File: config.mk
export PLATFORM = sky130hd
export DESIGN_NAME = game_flow_ctrl
export DESIGN_NICKNAME = d
export VERILOG_FILES = /design/src/rtl/game_flow_ctrl.sv
export SDC_FILE = /design/constraint.sdc
export NUM_CORES = 1
export LEC_CHECK = 0
export CAP_MARGIN = 20
export CORE_UTILIZATION = 40
export CTS_BUF_LIST = sky130_fd_sc_hd__clkbuf_16
export DETAILED_ROUTE_END_ITERATION = 10
export DONT_BUFFER_PORTS = 1
export SLEW_MARGIN = 20
export SYNTH_ARGS = -nofsm -noshare
export SYNTH_HDL_FRONTEND = slang
export SYNTH_SLANG_ARGS = --single-unit
File: constraint.sdc
create_clock -name clk -period 3.9 [get_ports clk]
set_input_delay 0.585 -clock clk [delete_from_list [all_inputs] [get_ports clk]]
set_output_delay 0.585 -clock clk [all_outputs]
set_load 0.02 [all_outputs]
File: src/rtl/game_flow_ctrl.sv
// rtl/game_flow_ctrl.sv - game sequencer: IDLE/PLAY/PAUSE/WIN/LOSE flow, lives, streak, level and scroll speed
module game_flow_ctrl #(
  parameter int unsigned MAX_LIVES    = 3,
  parameter logic [22:0] DIFF_START   = 23'd5_000_000,
  parameter logic [22:0] DIFF_STEP    = 23'd500_000,
  parameter logic [22:0] DIFF_MIN     = 23'd1_000_000,
  parameter int unsigned STREAK_LEVEL = 8
) (
  input  logic        clk,
  input  logic        n_rst,
  input  logic        start_btn,
  input  logic        pause_btn,
  input  logic        hit,
  input  logic        missed,
  input  logic [7:0]  num_hits,
  input  logic [7:0]  num_misses,
  input  logic [7:0]  song_notes,
  output logic [2:0]  mode,
  output logic [22:0] diff,
  output logic [2:0]  lives,
  output logic [7:0]  streak,
  output logic [3:0]  level,
  output logic        game_over
);

  typedef enum logic [2:0] {
    S_IDLE  = 3'd0,
    S_PLAY  = 3'd1,
    S_PAUSE = 3'd2,
    S_WIN   = 3'd3,
    S_LOSE  = 3'd4
  } state_e;

  localparam logic [2:0]  LIVES_INIT   = MAX_LIVES[2:0];
  localparam logic [7:0]  LEVEL_TARGET = STREAK_LEVEL[7:0];
  localparam logic [23:0] DIFF_KNEE    = {1'b0, DIFF_MIN} + {1'b0, DIFF_STEP};

  state_e      mode_q, mode_d;
  logic [22:0] diff_q, diff_d;
  logic [2:0]  lives_q, lives_d;
  logic [7:0]  streak_q, streak_d;
  logic [3:0]  level_q, level_d;
  logic [7:0]  level_cnt_q, level_cnt_d;
  logic        game_over_q, game_over_d;

  // bit 0 = start, bit 1 = pause
  logic [1:0]  btn_s1_q, btn_s1_d;
  logic [1:0]  btn_s2_q, btn_s2_d;
  logic [1:0]  btn_prev_q, btn_prev_d;
  logic [1:0]  press_q, press_d;

  logic        start_press, pause_press, notes_done;
  logic [8:0]  notes_seen;
  logic [7:0]  cnt_inc;

  assign start_press = press_q[0];
  assign pause_press = press_q[1];
  assign notes_seen  = {1'b0, num_hits} + {1'b0, num_misses};
  assign notes_done  = (song_notes != 8'd0) && (notes_seen >= {1'b0, song_notes});
  assign cnt_inc     = level_cnt_q + 8'd1;

  always_comb begin
    btn_s1_d    = {pause_btn, start_btn};
    btn_s2_d    = btn_s1_q;
    btn_prev_d  = btn_s2_q;
    press_d     = btn_s2_q & ~btn_prev_q;
    mode_d      = mode_q;
    diff_d      = diff_q;
    lives_d     = lives_q;
    streak_d    = streak_q;
    level_d     = level_q;
    level_cnt_d = level_cnt_q;

    case (mode_q)
      S_IDLE: begin
        if (start_press) begin
          mode_d      = S_PLAY;
          lives_d     = LIVES_INIT;
          diff_d      = DIFF_START;
          streak_d    = 8'd0;
          level_d     = 4'd0;
          level_cnt_d = 8'd0;
        end
      end
      S_PLAY: begin
        // a simultaneous hit is dropped when a miss lands in the same cycle
        if (missed) begin
          lives_d     = (lives_q != 3'd0) ? lives_q - 3'd1 : 3'd0;
          streak_d    = 8'd0;
          level_cnt_d = 8'd0;
        end else if (hit) begin
          streak_d = (streak_q == 8'hFF) ? streak_q : streak_q + 8'd1;
          if (cnt_inc == LEVEL_TARGET) begin
            level_cnt_d = 8'd0;
            level_d     = (level_q == 4'hF) ? level_q : level_q + 4'd1;
            diff_d      = ({1'b0, diff_q} < DIFF_KNEE) ? DIFF_MIN : diff_q - DIFF_STEP;
          end else begin
            level_cnt_d = cnt_inc;
          end
        end

        if (pause_press)
          mode_d = S_PAUSE;
        else if (missed && (lives_q == 3'd1))
          mode_d = S_LOSE;
        else if (notes_done)
          mode_d = S_WIN;
      end
      S_PAUSE: begin
        if (pause_press)
          mode_d = S_PLAY;
      end
      S_WIN, S_LOSE: begin
        if (start_press)
          mode_d = S_IDLE;
      end
      default: mode_d = S_IDLE;
    endcase

    game_over_d = (mode_d == S_WIN) || (mode_d == S_LOSE);
  end

  always_ff @(posedge clk or posedge n_rst) begin
    if (n_rst) begin
      mode_q      <= S_IDLE;
      diff_q      <= DIFF_START;
      lives_q     <= LIVES_INIT;
      streak_q    <= 8'd0;
      level_q     <= 4'd0;
      level_cnt_q <= 8'd0;
      game_over_q <= 1'b0;
      btn_s1_q    <= 2'b00;
      btn_s2_q    <= 2'b00;
      btn_prev_q  <= 2'b00;
      press_q     <= 2'b00;
    end else begin
      mode_q      <= mode_d;
      diff_q      <= diff_d;
      lives_q     <= lives_d;
      streak_q    <= streak_d;
      level_q     <= level_d;
      level_cnt_q <= level_cnt_d;
      game_over_q <= game_over_d;
      btn_s1_q    <= btn_s1_d;
      btn_s2_q    <= btn_s2_d;
      btn_prev_q  <= btn_prev_d;
      press_q     <= press_d;
    end
  end

  assign mode      = mode_q;
  assign diff      = diff_q;
  assign lives     = lives_q;
  assign streak    = streak_q;
  assign level     = level_q;
  assign game_over = game_over_q;

endmodule

== After elaboration in Yosys (flattened, before gate mapping) ==
Index checks and enable logic that the tools add are counted.

* Register bits: 58
* Bits in latches: 0
* Bits in writable memories: 0
* Bits in read-only memories: 0
* Bits of input ports: 30
* Output and inout port bits: 42
* Logic and storage cells: 84
* Memories: 0

* $add $sub $neg: 6
* Multipliers: 0
* Div/mod/pow operators: 0
* $lt $le $gt $ge: 2
* Eq/ne operators: 18
* Shifts and indexed selects: 0
* Mux-type cells: 32
* Bitwise operators: 2
* Reductions and logical operators: 13

{| class="wikitable"
|+ Operators by type and width
! cell !! count
|-
| two-way mux 23 bit || 5
|-
| two-way mux 8 bit || 7
|-
| case mux 23 bit (2 select lines) || 1
|-
| case mux 8 bit (2 select lines) || 2
|-
| two-way mux 3 bit || 9
|-
| less-than comparator 23 x 21 -> 1 bit, second input constant || 1
|-
| subtractor 23 x 19 -> 23 bit, second input constant || 1
|-
| two-way mux 4 bit || 5
|-
| adder 8 x 1 -> 8 bit, second input constant || 2
|-
| inequality test 2 bit, second input constant || 6
|-
| case mux 3 bit (4 select lines) || 1
|-
| adder 8 x 8 -> 9 bit || 1
|-
| equality test 3 x 2 -> 1 bit, second input constant || 3
|-
| >= comparator 9 x 8 -> 1 bit || 1
|-
| equality test 8 x 4 -> 1 bit, second input constant || 1
|-
| equality test 8 bit, second input constant || 1
|-
| case mux 4 bit (2 select lines) || 1
|-
| nonzero test 8 bit || 1
|-
| equality test 3 x 1 -> 1 bit, second input constant || 2
|-
| equality test 3 bit, second input constant || 2
|-
| inequality test 3 bit, second input constant || 2
|-
| case mux 3 bit (2 select lines) || 1
|-
| AND reduction 3 bit || 2
|-
| AND reduction 6 bit || 1
|-
| other kinds (13) || 14
|}

== Depth between registers and ports, before layout ==
Gate-level depths: netlist of the first run.

* Depth after elaboration: 9
* Mapped depth: 13
* Gate-level depth less buffers: 13

== Least setup slack after synthesis of the first run ==
Ideal clock, no wire load.

* Path kind: input -> register
* From: input port num_hits[1]
* To: register mode_q[1], in the netlist mode[1]
* Library setup time: 0.143 ns
* Arrival time: 2.801 ns
* Setup slack: 0.955 ns
* Stages on the path: 11
* Path buffers: 0
* Cells stage by stage: ha_1 -> a21o_1 -> a21oi_1 -> o21ai_0 -> o41ai_1 -> xnor2_1 -> ha_1 -> a2111oi_0 -> o21ai_0 -> o41ai_1 -> o21ai_0

* Longest elaborated chain between the ends: 7

{| class="wikitable"
|+ RTL lines
! element !! line !! RTL
|-
| start: declaration || 15 || <nowiki>input logic [7:0] num_hits,</nowiki>
|-
| adder 8 x 8 -> 9 bit || 58 || <nowiki>assign notes_seen = {1'b0, num_hits} + {1'b0, num_misses};</nowiki>
|-
| >= comparator 9 x 8 -> 1 bit || 59 || <nowiki>assign notes_done = (song_notes != 8'd0) && (notes_seen >= {1'b0, song_notes});</nowiki>
|-
| logical AND 1 bit || 59 ||
|-
| two-way mux 3 bit || 106 || <nowiki>else if (notes_done)</nowiki>
|-
| two-way mux 3 bit || 104 || <nowiki>else if (missed && (lives_q == 3'd1))</nowiki>
|-
| two-way mux 3 bit || 102 || <nowiki>if (pause_press)</nowiki>
|-
| case mux 3 bit (4 select lines) || 74 || <nowiki>case (mode_q)</nowiki>
|-
| named net mode_d[1] || 38 || <nowiki>state_e mode_q, mode_d;</nowiki>
|-
| end signal: assignment || 137 || <nowiki>mode_q <= mode_d;</nowiki>
|-
| end: declaration || 38 ||
|}

The timed path passes the listed nets, and every way through them passes these cells.
A chain may end at the register's enable or synchronous reset.

== Worst setup path in the final report of the first run ==
Same ends and word-level chain as after synthesis.

==> impl_metrics.ini, run 1 <==
[setup_path]
r2r-end = diff[11]
worst_ep_required_time_ns = 4.05
reg2reg_depth = 6
worstSetupPathType = input pin to register
cp-end-kind = register
startpoint = num_hits[1]
crit_fanout = 2
worstReg2RegStart = mode[2]
r2r_slack_ns = 1.25
cp-endpoint = mode[1]
cp.arrival_ns = 3.05
cp-start-kind = input pin

[synthesis]
synthCells = 401
ys_ff_latch = 53
netlist_area_um2 = 3470
syn_area_per_cell_um2 = 8.66
synth_ff_type = dfrtp_1
ys_seq_area_frac = 0.385
yosysWarnings = 0
ys_types = 59
async_flop_share = 1.00
synth_enable_flop_cells = 0

[final_layout]
finalNetCount = 453
syn_to_final_growth_pct = 6.41
multi_input_area_um2 = 1930
diodes = 0
final_util = 0.445
seq_area_um2 = 1340
drive_above_1_share = 0.0775
fill_cells = 810

[routing]
ant_nets = 0
drtPass1Iterations = 4
wl_mm = 8.00
vias = 2925
drt_iter0_drc = 167
wl_per_cell_um = 15.8
drc = 0
viasPerCell = 5.79

[floorplanning]
rows = 33
initial_core_util = 0.419
die_x_um = 95.2
boundaryPins = 72
dieArea_um2 = 9060
die_h_um = 95.2
core_area_um2 = 8300

[hold_path]
hold_class = input pin to async pin

[timing]
drv_slew = 0
max-slew-margin-rel = 0.468
fmax_ghz = 0.345
fin_crit_ns = 2.90
timing.hold.ws_ns = 0.200
setup_viol = 0
min_period_over_period = 0.744
finalHoldViolCount = 0
tns_ns = 0
worstMarginPinSlew_ns = 0.790
rsz0062_at_grt = false
fin_skew_ns = 0.00574

[global_routing]
grt-ovfl-total = 0
grt_max_degree = 31
antenna_found_initial = 0
grt_usage = 0.180
grt_pass1_wl_mm = 12.9
grt_pass1_vias = 2647

[clocking]
cts_buffers = 5
post-cts-setup-buffer-count = 0
cts_tree = built
post_cts_resized = 0
clk_latency_ns = 0.29
cts_sinks = 53
clk_pin_slew_worst_paths_ns = 0.07
root_buffer = clkbuf_16
htree_levels = 2
clockBufferDepth = 2
holdBufCountCts = 0

[flow_run]
maxCapViolations = 0

[pwr]
power.leakage_nw = 1.58
power_density_nw_per_um2 = 569
irDropWorstVdd_v = 0.000182

[outcome]
status = complete, no violations

[placed_design]
place_congestion = 0.845
portBuffers = 0
dp_hpwl_mm = 5.93
-- per-stage QoR --
step	instance area (um2)	instances	setup slack, ns	power [W]
6_report	3700	505	0.999	0.00210
5_1_grt	3700	505	0.618	0.00225
4_1_cts	3700	505	0.966	0.00212
3_5_place_dp	3530	497	0.646	0.00162
3_3_place_gp	3530	497	0.760	0.00160
2_1_floorplan	3490	405	0.955	0.00144
-- worst min path at each step --
stage,to,slack [ns]
finish,btn_s1_q[0],0.20
global route,btn_s1_q[0],0.24
CTS,btn_s1_q[0],0.22
detailed placement,btn_prev_d[1],0.34
global placement,btn_prev_d[1],0.33
floorplan,btn_prev_d[0],0.33
-- cell usage in the layout, fill, tap and decap left out, types with 3 or more instances in the layout --
| master | count |
|---|---|
| o21ai_0 | 49 |
| dfrtp_1 | 43 |
| nand2_1 | 35 |
| nor2_1 | 34 |
| inv_1 | 27 |
| nand3_1 | 23 |
| ha_1 | 23 |
| a21oi_1 | 18 |
| dfstp_2 | 10 |
| a31oi_1 | 9 |
| nand2b_1 | 8 |
| nor3_1 | 7 |
| o41ai_1 | 7 |
| nand4_1 | 7 |
| and2_1 | 6 |
| nor4_1 | 5 |
| nor2b_1 | 5 |
| o31ai_1 | 5 |
| conb_1 | 5 |
| clkbuf_16 | 5 |
| a211oi_1 | 4 |
| o21a_1 | 4 |
| a22o_1 | 4 |
| a21o_1 | 4 |
| xnor2_1 | 4 |
| buf_4 | 4 |
| o211ai_1 | 3 |
| and3_1 | 3 |
| or2_2 | 3 |
-- power breakdown --
part / switching, W / internal [W] / leakage, nW
Clock: 0.000191 / 0.000299 / 0.0850
Sequential: 0.000274 / 0.000694 / 0.673
Combinational: 0.000398 / 0.000248 / 0.825
Total: 0.000863 / 0.00124 / 1.58
-- synthesized netlist by cell type, types with 3 or more instances --
library cell / count / area [um2]
a22o_1: 4 / 35.0
ha_1: 23 / 288
o21ai_0: 49 / 245
and3_1: 3 / 18.8
dfstp_2: 10 / 263
nand2b_1: 8 / 50.1
nor2_1: 34 / 128
and2_1: 6 / 37.5
a31oi_1: 9 / 56.3
nand3_1: 23 / 115
buf_4: 5 / 37.5
o41ai_1: 7 / 61.3
inv_1: 27 / 101
dfrtp_1: 43 / 1080
a21oi_1: 18 / 90.1
o21a_1: 4 / 30.0
o31ai_1: 5 / 37.5
a21o_1: 4 / 30.0
or2_2: 3 / 18.8
o211ai_1: 3 / 22.5
nor2b_1: 5 / 31.3
nor4_1: 5 / 31.3
nand4_1: 7 / 43.8
buf_2: 7 / 35.0
xnor2_1: 4 / 35.0
nand2_1: 35 / 131
nor3_1: 7 / 35.0
a211oi_1: 4 / 30.0
-- cells by family after synthesis --
kind of cell	synth area share
buffers and inverters	0.0630
AOI/OAI and AO/OA	0.233
muxes	0.00288
adders and majority gates	0.0886
other	0.00108
and+or+nand+nor	0.211
DFF	0.385
xor gates and xnor gates	0.0151
-- critical path, cell delays in order --
cell and delay, ns:
ha_1 0.26, a21o_1 0.15, a21oi_1 0.20, o21ai_0 0.16
o41ai_1 0.33, xnor2_1 0.11, ha_1 0.18, a2111oi_0 0.35
o21ai_0 0.15, o41ai_1 0.42, o21ai_0 0.14
-- registers in the layout, indices dropped and copies added, names as in the netlist --
signal	count
game_over	1
mode	3
streak	8
level_cnt_q	8
btn_prev_q	2
btn_prev_d	2
press_q	2
lives	3
btn_s1_q	2
diff	18
level	4
-- routing by layer --
| metal | wire length [um] | track usage |
|---|---|---|
| met1 | 3760 | 0.250 |
| met2 | 3640 | 0.276 |
| met3 | 511 | 0.0407 |
| met4 | 84 | 0.0568 |
| met5 | 0 | 0 |
-- layout make-up --
cell class | count | share of cell area
clock inverter | 3 | 0.0105
inverter | 27 | 0.0274
multi-input combinational | 308 | 0.522
tap | 105 | 0.0355
sequential | 53 | 0.362
timing repair buffer | 4 | 0.00812
clock buffer | 5 | 0.0339
No activity file was read; power rests on OpenSTA's default activity.
==> run 2: changes to the inputs <==
clock period = 2.6 ns   (was 3.9 ns; I/O delays follow)
==> run 2 against run 1 <==
Against the previous run:
- die area unchanged
- largest cell class unchanged
- critical endpoint unchanged
- worst hold slack worse by 0.17 ns
- sequential power up 50%
- sequential share of layout area down 1.0 points
==> impl_metrics.ini, run 2 (same netlist as run 1, synthesis figures left out) <==
[placed_design]
dp.cells = 507
dp_hpwl_mm = 6.09
portBuffers = 0
place_congestion = 0.810
placement.cell_area_um2 = 3630

[floorplanning]
die_x_um = 95.2
core_area_um2 = 8300
boundaryPins = 72
dieArea_um2 = 9060
initial_core_util = 0.419
die_h_um = 95.2
rows = 33

[routing]
drtPass1Iterations = 4
ant_nets = 0
vias = 2927
wl_mm = 8.11
drt_iter0_drc = 131
drc = 0
wl_per_cell_um = 15.8
viasPerCell = 5.68

[final_layout]
drive_above_1_share = 0.117
multi_input_area_um2 = 1970
diodes = 0
final_cell_area_um2 = 3800
fin_cells = 515
mostFrequentLayoutCell = o21ai_0
largest_reg_flops = 18
syn_to_final_growth_pct = 9.44
finalNetCount = 463
final_cell_mix = o21ai_0 (44), dfrtp_1 (43), nand2_1 (35), nor2_1 (34), inv_1 (28)
fill_cells = 800
final_util = 0.458
seq_area_um2 = 1340

[pwr]
switching_share = 0.423
power_density_nw_per_um2 = 817
irDropWorstVdd_v = 0.000407
totalPowerFinal_w = 0.00310
power.leakage_nw = 1.64
p_comb_frac = 0.325
netSwitchingPower_w = 0.00131
p_seq_frac = 0.467
intPower_w = 0.00179
p_clk_frac = 0.209

[timing]
finalHoldViolCount = 0
fin_skew_ns = 0.00505
setup_viol = 0
fmax_ghz = 0.409
timing.hold.ws_ns = 0.0257
drv_slew = 0
worstMarginPinSlew_ns = 0.743
fin_crit_ns = 2.45
min_period_over_period = 0.941
max-slew-margin-rel = 0.500

[setup_path]
worst_ep_required_time_ns = 2.76
cp.arrival_ns = 2.61
cp-start-kind = input pin
worstSetupPathType = input pin to register
cp-end-kind = register
crit_fanout = 2

[clocking]
cts_tree = built
cts_buffers = 5
clk_latency_ns = 0.29
holdBufCountCts = 0
root_buffer = clkbuf_16
post-cts-setup-buffer-count = 0
htree_levels = 2
cts_sinks = 53
clk_pin_slew_worst_paths_ns = 0.07
clockBufferDepth = 2

[flow_run]
maxCapViolations = 0

[global_routing]
grt_usage = 0.186
antenna_found_initial = 0
grt-ovfl-total = 0
grt_pass1_wl_mm = 13.3
grt_max_degree = 31
grt_pass1_vias = 2706

[hold_path]
hold_class = input pin to async pin

[outcome]
status = complete, no violations
## run 2: changes by cell type in the layout (fill, tap and decap cells not counted), moves of 2 or more
cell	change
buf_4	+9
o21ai_0	-5
o21ai_1	+5
a21oi_1	-2
a21oi_2	+2
o41ai_1	-2
o41ai_2	+2
## run 2: final cells by class
class	instances	share of cell area
Sequential cell	53	0.352
Inverter	27	0.0267
Timing Repair Buffer	14	0.0309
Tap cell	105	0.0346
Clock buffer	5	0.0329
Multi-Input combinational cell	308	0.519
Clock inverter	3	0.00395
## run 2: stage by stage
stage | setup slack, ns | setup TNS (ns)
final | 0.153 | 0
after global routing | -0.0242 | -0.0298
after CTS | 0.0571 | 0
after floorplan | 0.00653 | 0
after global placement | -0.133 | -0.238
after detailed placement | -0.249 | -0.461
## run 2: worst paths after layout
kind / endpoint / slack [ns] / startpoint / cells after the start
setup / recovery: mode[1] / 0.15 / num_hits[0] / 13
hold / removal: diff[15] / 0.03 / n_rst / 1
setup reg to reg: diff[15] / 0.31 / diff[5] / 7
hold reg to reg: btn_prev_d[0] / 0.35 / btn_s1_q[0] / 0
max in group asynchronous: lives[0] / 1.96 / n_rst / 2
min in group clk: btn_s1_q[1] / 0.13 / pause_btn / 0
## run 2: metal layers
layer	GRT usage	wire length (um)
met5	0	0
met4	0.0568	81
met3	0.0311	406
met2	0.293	3770
met1	0.261	3850
## run 2: critical path: stages
cell and delay [ns]:
ha_1 0.19, inv_1 0.07, fa_2 0.21, nor2b_2 0.05, o31a_1 0.25, o21ai_1 0.16, nand2_1 0.12, xor2_2 0.16
ha_1 0.32, a21oi_2 0.12, o21ai_1 0.08, o41ai_2 0.39, o21ai_1 0.11
## run 2: power by group through the flow
| stage | registers (W) | logic [W] | clock network [W] |
|---|---|---|---|
| global route | 0.00149 | 0.00115 | 0.000692 |
| CTS | 0.00145 | 0.000995 | 0.000664 |
| global placement | 0.00146 | 0.000963 | 0 |
| floorplan | 0.00140 | 0.000771 | 0 |
| detailed placement | 0.00147 | 0.000990 | 0 |
| finish | 0.00145 | 0.00101 | 0.000648 |
## run 2: timing repair
action	4_1_cts	5_1_grt
endpoints found under the hold margin	0	0
gates resized for setup	0	9
endpoints found under the setup margin	0	2
